[src/rtl/cameralink_tx_timing.sv]
// cameralink_tx_timing
//   Transmit-side Camera Link video timing generator. Pulls pixels from an
//   upstream standard-mode FIFO (1-cycle read latency) and produces
//   FVAL/LVAL/DVAL plus pixel data with programmable blanking. Frame size is
//   taken from app_image_h/app_image_w at each frame start.
//
// Ports:
//   data_clk     in   pixel clock, rising edge
//   rst_n        in   asynchronous active-low reset
//   enable       in   level; permits starting a new frame
//   app_image_h  in   lines per frame (sampled at frame start)
//   app_image_w  in   pixels per line (sampled at frame start)
//   pix_rd_en    out  upstream FIFO read strobe
//   pix_din      in   upstream FIFO data, valid the cycle after pix_rd_en
//   pix_empty    in   upstream FIFO empty
//   frame_valid  out  FVAL
//   line_valid   out  LVAL
//   data_valid   out  DVAL (same as LVAL)
//   dout         out  pixel data, aligned with line_valid
//   frame_done   out  1-cycle pulse on the cycle frame_valid falls
//   underflow    out  sticky: read attempted while pix_empty

module cameralink_tx_timing #(
    parameter int FV_TO_LV = 2,
    parameter int H_BLANK  = 16,
    parameter int LV_TO_FV = 2,
    parameter int V_BLANK  = 64
) (
    input  logic        data_clk,
    input  logic        rst_n,
    input  logic        enable,
    input  logic [15:0] app_image_h,
    input  logic [15:0] app_image_w,
    output logic        pix_rd_en,
    input  logic [15:0] pix_din,
    input  logic        pix_empty,
    output logic        frame_valid,
    output logic        line_valid,
    output logic        data_valid,
    output logic [15:0] dout,
    output logic        frame_done,
    output logic        underflow
);

    typedef enum logic [2:0] {
        S_IDLE,
        S_FV_PRE,
        S_LINE,
        S_HBLANK,
        S_FV_POST,
        S_VBLANK
    } state_t;

    localparam logic [15:0] FV_PRE_LAST  = 16'(FV_TO_LV - 1);
    localparam logic [15:0] HBLANK_LAST  = 16'(H_BLANK - 1);
    localparam logic [15:0] FV_POST_LAST = 16'(LV_TO_FV - 1);
    localparam logic [15:0] VBLANK_LAST  = 16'(V_BLANK - 1);

    state_t      state;
    logic [15:0] pix_cnt;
    logic [15:0] line_cnt;
    logic [15:0] blank_cnt;
    logic [15:0] img_h;
    logic [15:0] img_w;

    logic        fv_i;
    logic        lv_i;
    logic        dims_ok;
    logic        start_frame;

    logic        fv_d1;
    logic        lv_d1;
    logic        rd_empty_d1;

    assign fv_i      = (state == S_FV_PRE) || (state == S_LINE) ||
                       (state == S_HBLANK) || (state == S_FV_POST);
    assign lv_i      = (state == S_LINE);
    assign pix_rd_en = lv_i;

    assign dims_ok     = (app_image_h != '0) && (app_image_w != '0);
    // Frame start is possible from idle or at the last V_BLANK cycle; the
    // same term clears the sticky underflow flag.
    assign start_frame = enable && dims_ok &&
                         ((state == S_IDLE) ||
                          ((state == S_VBLANK) && (blank_cnt == VBLANK_LAST)));

    always_ff @(posedge data_clk or negedge rst_n) begin
        if (!rst_n) begin
            state     <= S_IDLE;
            pix_cnt   <= '0;
            line_cnt  <= '0;
            blank_cnt <= '0;
            img_h     <= '0;
            img_w     <= '0;
        end else begin
            case (state)
                S_IDLE: begin
                    if (start_frame) begin
                        state     <= S_FV_PRE;
                        img_h     <= app_image_h;
                        img_w     <= app_image_w;
                        line_cnt  <= '0;
                        pix_cnt   <= '0;
                        blank_cnt <= '0;
                    end
                end
                S_FV_PRE: begin
                    if (blank_cnt == FV_PRE_LAST) begin
                        state     <= S_LINE;
                        blank_cnt <= '0;
                        pix_cnt   <= '0;
                    end else begin
                        blank_cnt <= blank_cnt + 16'd1;
                    end
                end
                S_LINE: begin
                    if (pix_cnt == img_w - 16'd1) begin
                        pix_cnt   <= '0;
                        blank_cnt <= '0;
                        line_cnt  <= line_cnt + 16'd1;
                        state     <= (line_cnt == img_h - 16'd1) ? S_FV_POST : S_HBLANK;
                    end else begin
                        pix_cnt <= pix_cnt + 16'd1;
                    end
                end
                S_HBLANK: begin
                    if (blank_cnt == HBLANK_LAST) begin
                        state     <= S_LINE;
                        blank_cnt <= '0;
                        pix_cnt   <= '0;
                    end else begin
                        blank_cnt <= blank_cnt + 16'd1;
                    end
                end
                S_FV_POST: begin
                    if (blank_cnt == FV_POST_LAST) begin
                        state     <= S_VBLANK;
                        blank_cnt <= '0;
                    end else begin
                        blank_cnt <= blank_cnt + 16'd1;
                    end
                end
                S_VBLANK: begin
                    if (blank_cnt == VBLANK_LAST) begin
                        blank_cnt <= '0;
                        pix_cnt   <= '0;
                        if (start_frame) begin
                            state    <= S_FV_PRE;
                            img_h    <= app_image_h;
                            img_w    <= app_image_w;
                            line_cnt <= '0;
                        end else begin
                            state <= S_IDLE;
                        end
                    end else begin
                        blank_cnt <= blank_cnt + 16'd1;
                    end
                end
                default: begin
                    state <= S_IDLE;
                end
            endcase
        end
    end

    // Two-stage output pipeline: control bits are delayed twice so that a
    // pixel read on cycle t lands on dout at t+2 together with line_valid.
    always_ff @(posedge data_clk or negedge rst_n) begin
        if (!rst_n) begin
            fv_d1       <= 1'b0;
            lv_d1       <= 1'b0;
            rd_empty_d1 <= 1'b0;
            frame_valid <= 1'b0;
            line_valid  <= 1'b0;
            data_valid  <= 1'b0;
            dout        <= '0;
            frame_done  <= 1'b0;
            underflow   <= 1'b0;
        end else begin
            fv_d1       <= fv_i;
            lv_d1       <= lv_i;
            rd_empty_d1 <= lv_i && pix_empty;
            frame_valid <= fv_d1;
            line_valid  <= lv_d1;
            data_valid  <= lv_d1;
            // A read from an empty FIFO returns stale data; blank it.
            dout        <= (lv_d1 && !rd_empty_d1) ? pix_din : '0;
            frame_done  <= frame_valid && !fv_d1;
            // Flag is raised in step with the blanked pixel reaching dout;
            // set takes priority over the frame-start clear.
            if (rd_empty_d1) begin
                underflow <= 1'b1;
            end else if (start_frame) begin
                underflow <= 1'b0;
            end
        end
    end

endmodule

[config.mk]
export PLATFORM = sky130hd
export DESIGN_NAME = cameralink_tx_timing
export DESIGN_NICKNAME = d
export VERILOG_FILES = /design/src/rtl/cameralink_tx_timing.sv
export SDC_FILE = /design/constraint.sdc
export NUM_CORES = 1
export LEC_CHECK = 0
export ABC_AREA = 1
export BUFFER_PORTS_ARGS = -buffer_cell sky130_fd_sc_hd__buf_2
export CAP_MARGIN = 20
export CORE_MARGIN = 5
export CORE_UTILIZATION = 54
export CTS_BUF_LIST = sky130_fd_sc_hd__clkbuf_16
export CTS_CLUSTER_DIAMETER = 50
export DETAILED_ROUTE_END_ITERATION = 8
export GPL_TIMING_DRIVEN = 0
export HOLD_SLACK_MARGIN = 0.06
export MAX_ROUTING_LAYER = met4
export PLACE_DENSITY = 0.77
export SYNTH_ARGS = -nofsm -noshare
export SYNTH_HDL_FRONTEND = slang
export SYNTH_SLANG_ARGS = --single-unit
[constraint.sdc]
create_clock -name data_clk -period 1.9 [get_ports data_clk]
set_input_delay 0.38 -clock data_clk [delete_from_list [all_inputs] [get_ports data_clk]]
set_output_delay 0.38 -clock data_clk [all_outputs]
set_load 0.01 [all_outputs]
==> metrics.txt <==
status=finished with violations; failing checks=setup timing; die area=around 15000 um^2; NetSw=0.00102 W; worst-path fanout max=6; register share of total power=53.1%; CP top delay family=simple AND/OR/NAND/NOR gates; P_int=0.00322 W; Clk network pwr share=43.5%; Vias=6494; FF/Latch Area=around 2700 um^2; Yosys top cell by area=dfrtp_1; number of vias per cell=5.25; DR pass1 iterations=5; Max Cap Violations=0; pin count of the biggest net entering global routing=67; setup ws final=-0.246 ns; worst path cell trace=inv_2 > ha_4 > or2_4 > a21oi_1 > nand4_1 > nor2_2 > nand2_4 > a21oi_4 > buf_6 > inv_2 > nand2_1 > nand2_1; Slew HR=between 40% and 50%; Leak=4.48 nW; vias in the first global route=5785; Syn Nets=1003; CP endpoint kind=flop; kind of start point of the critical path=flop; Final Hold Vio Count=0; Most used DFF post-synth=dfrtp_1; actual transition at the worst max-transition pin=around 0.86 ns; EDFF count, synth=0; top-area cell type share of the netlist area=approximately two fifths; WS Path Type=flop to flop; post-synthesis cell type count=37; Pwr Total=0.00424 W; Clock Latency Late Sink=0.36 ns; final core occ=68.7%; Starting Density=between 50% and 60%; Die H=121 um; Period minus WS final=about 2.1 ns; drc violations=0; CTS sink count=106; Core Area=12100 um^2; switching part of the total=24.0%; Final period util=113%; crit path DAT=2.40 ns; gr usage total=a little under a quarter; Longest Clk Path Bufs=2; Max Clk Rate=466 MHz; total congestion overflow=0; detailed router's first-iteration violation count=512; layout cells sized above 1=between 20% and 30%; Mapped Area=roughly 6700 um^2; Yosys reg bits=approximately 110; unrepaired setup endpoints after global routing=yes; Hold Buf Count CTS=0; Nets=1121; setup violators final=50; critical path's slowest cell=dfrtp_1; clk_skew=0.0150 ns; Final GP Congestion=slightly above 0.9; top post-synthesis cells by count=246 x nand2_1, 145 x inv_1, 106 x dfrtp_1, 100 x nor2_1, 70 x o21ai_0; hold_ws=~0.13 ns; # H-tree levels=3; Synthesis Warnings=0; first-pass GRT wire length=27.2 mm; Min-Delay Path Class=input port to async pin; PwrDens=510 nW/um^2; cells after synthesis=945; hpwl dp=12.0 mm; pre-CTS WS=-0.678 ns; initial antenna violation count=0; critical path's largest stage delay=0.40 ns; WL/cell=14.2 um; Layout area overhead=24.0%; max-slew violation count=0; ys async rst share=100%; drt total wl=~18 mm; Mean Syn Cell Area=7.10 um^2; clock slew at reported path FFs=0.08 ns; CTS root buf=clkbuf_16; Routed Antenna Nets=0; WP buf/inv=3; peak supply drop=just over 0.4 mV; Gate power share=3.3%; n_diodes=0; Row Count=40; Layout fillers=around 1000; share of the yosys chip area belonging to registers=39.5%; IO Pins=74; cts bufs inserted=9; die extent in x=121 um; cell with the most instances after synthesis=nand2_1; IO buf count=73; CTS tree=done; Multi-input gate area=3690 um^2; largest cells by area after synthesis=dfrtp_1 40%, nand2_1 14%, inv_1 8.1%; Critical Path RT=2.15 ns
## per-stage QoR
stage | cells | setup TNS (ns) | instance area (um^2)
floorplan | 945 | -0.751 | 6760
detailed placement | 1187 | -40.75 | 7350
CTS | 1217 | -6.01 | 7920
global placement | 1186 | -116.28 | 7330
global route | 1236 | -13.09 | 8320
finish | 1236 | -7.85 | 8320
## final timing paths
check,from,endpoint,slack [ns],cells after the start
min in group data_clk,pix_din[1],dout[1]$_DFF_PN0_,0.21,3
min,rst_n,dout[10]$_DFF_PN0_,0.13,1
max,img_w[0]$_DFFE_PN0P_,blank_cnt[6]$_DFFE_PN0P_,-0.25,12
max in group asynchronous,rst_n,img_w[5]$_DFFE_PN0P_,1.03,2
min reg2reg,fv_d1$_DFF_PN0_,frame_valid$_DFF_PN0_,0.39,0
max reg2reg,img_w[0]$_DFFE_PN0P_,blank_cnt[6]$_DFFE_PN0P_,-0.25,12
## layout make-up
class,instances,share of cell area [%]
inverter,146,6.58
multi-input combinational,668,44.4
clock inverter,7,0.737
buffer,24,2.44
clock buffer,9,2.71
tap,168,2.53
sequential,106,31.9
timing repair buffer,108,8.70
## repair_timing
item | CTS | global route
hold endpoints to repair | 0 | 0
buffers inserted | 13 | 17
pin swaps | 14 | 18
endpoints found under the setup margin | 85 | 85
resized for setup | 61 | 83
gates cloned | 2 | 3
## cells by family after synthesis
family / after synthesis / synth area share, %
AOI/OAI and AO/OA: 111 / 9.14
xor gates and xnor gates: 57 / 7.44
adders and majority gates: 6 / 1.12
buffers and inverters: 172 / 10.2
DFF: 106 / 39.5
and+or+nand+nor: 493 / 32.6
## power groups by stage
stage | Clock [W] | Combinational, W | Sequential, W
6_report | 0.00185 | 0.000141 | 0.00225
4_1_cts | 0.00187 | 0.000142 | 0.00225
5_1_grt | 0.00195 | 0.000163 | 0.00225
2_1_floorplan | 0 | 0.0000266 | 0.00230
3_3_place_gp | 0 | 0.000131 | 0.00230
3_5_place_dp | 0 | 0.000139 | 0.00230
## registers in the layout, indices dropped and copies added, names as in the netlist
signal	count
img_w	16
data_valid	1
img_h	16
lv_d1	1
fv_d1	1
pix_cnt	16
frame_done	1
underflow	1
blank_cnt	16
line_cnt	16
rd_empty_d1	1
dout	16
state	3
frame_valid	1
## placed cells by master, fill, tap and decap left out, types with 5 or more instances in the layout
cell type	n
o21ai_2	13
nor4_1	5
buf_6	10
inv_2	8
nor2_1	80
nor2_2	17
o21ai_0	42
o21ai_1	32
xnor2_1	17
inv_1	139
nand2_2	18
nand3_1	54
buf_2	72
nor3_1	14
or2_2	13
dfrtp_1	101
buf_4	31
clkbuf_16	12
nand3b_1	9
nand2_1	227
nand4_1	25
clkbuf_1	7
nor2_4	13
nand2_4	6
o311ai_0	6
a21oi_1	5
xor2_1	40
dfrtp_2	5
## worst register-to-register path, delay by kind of cell (launching register included)
family / cells / cell delay, ns
AOI/OAI and AO/OA: 2 / 0.46
DFF: 1 / 0.40
adders and majority gates: 1 / 0.20
buffers and inverters: 3 / 0.28
and+or+nand+nor: 6 / 0.69
## layer usage
| metal | track usage (%) | wire [um] |
|---|---|---|
| met1 | 30.9 | 7880 |
| met2 | 37.3 | 8240 |
| met3 | 5.27 | 1130 |
| met4 | 5.46 | 325 |
| met5 | - | 0 |
No activity file was read; power rests on OpenSTA's default activity.
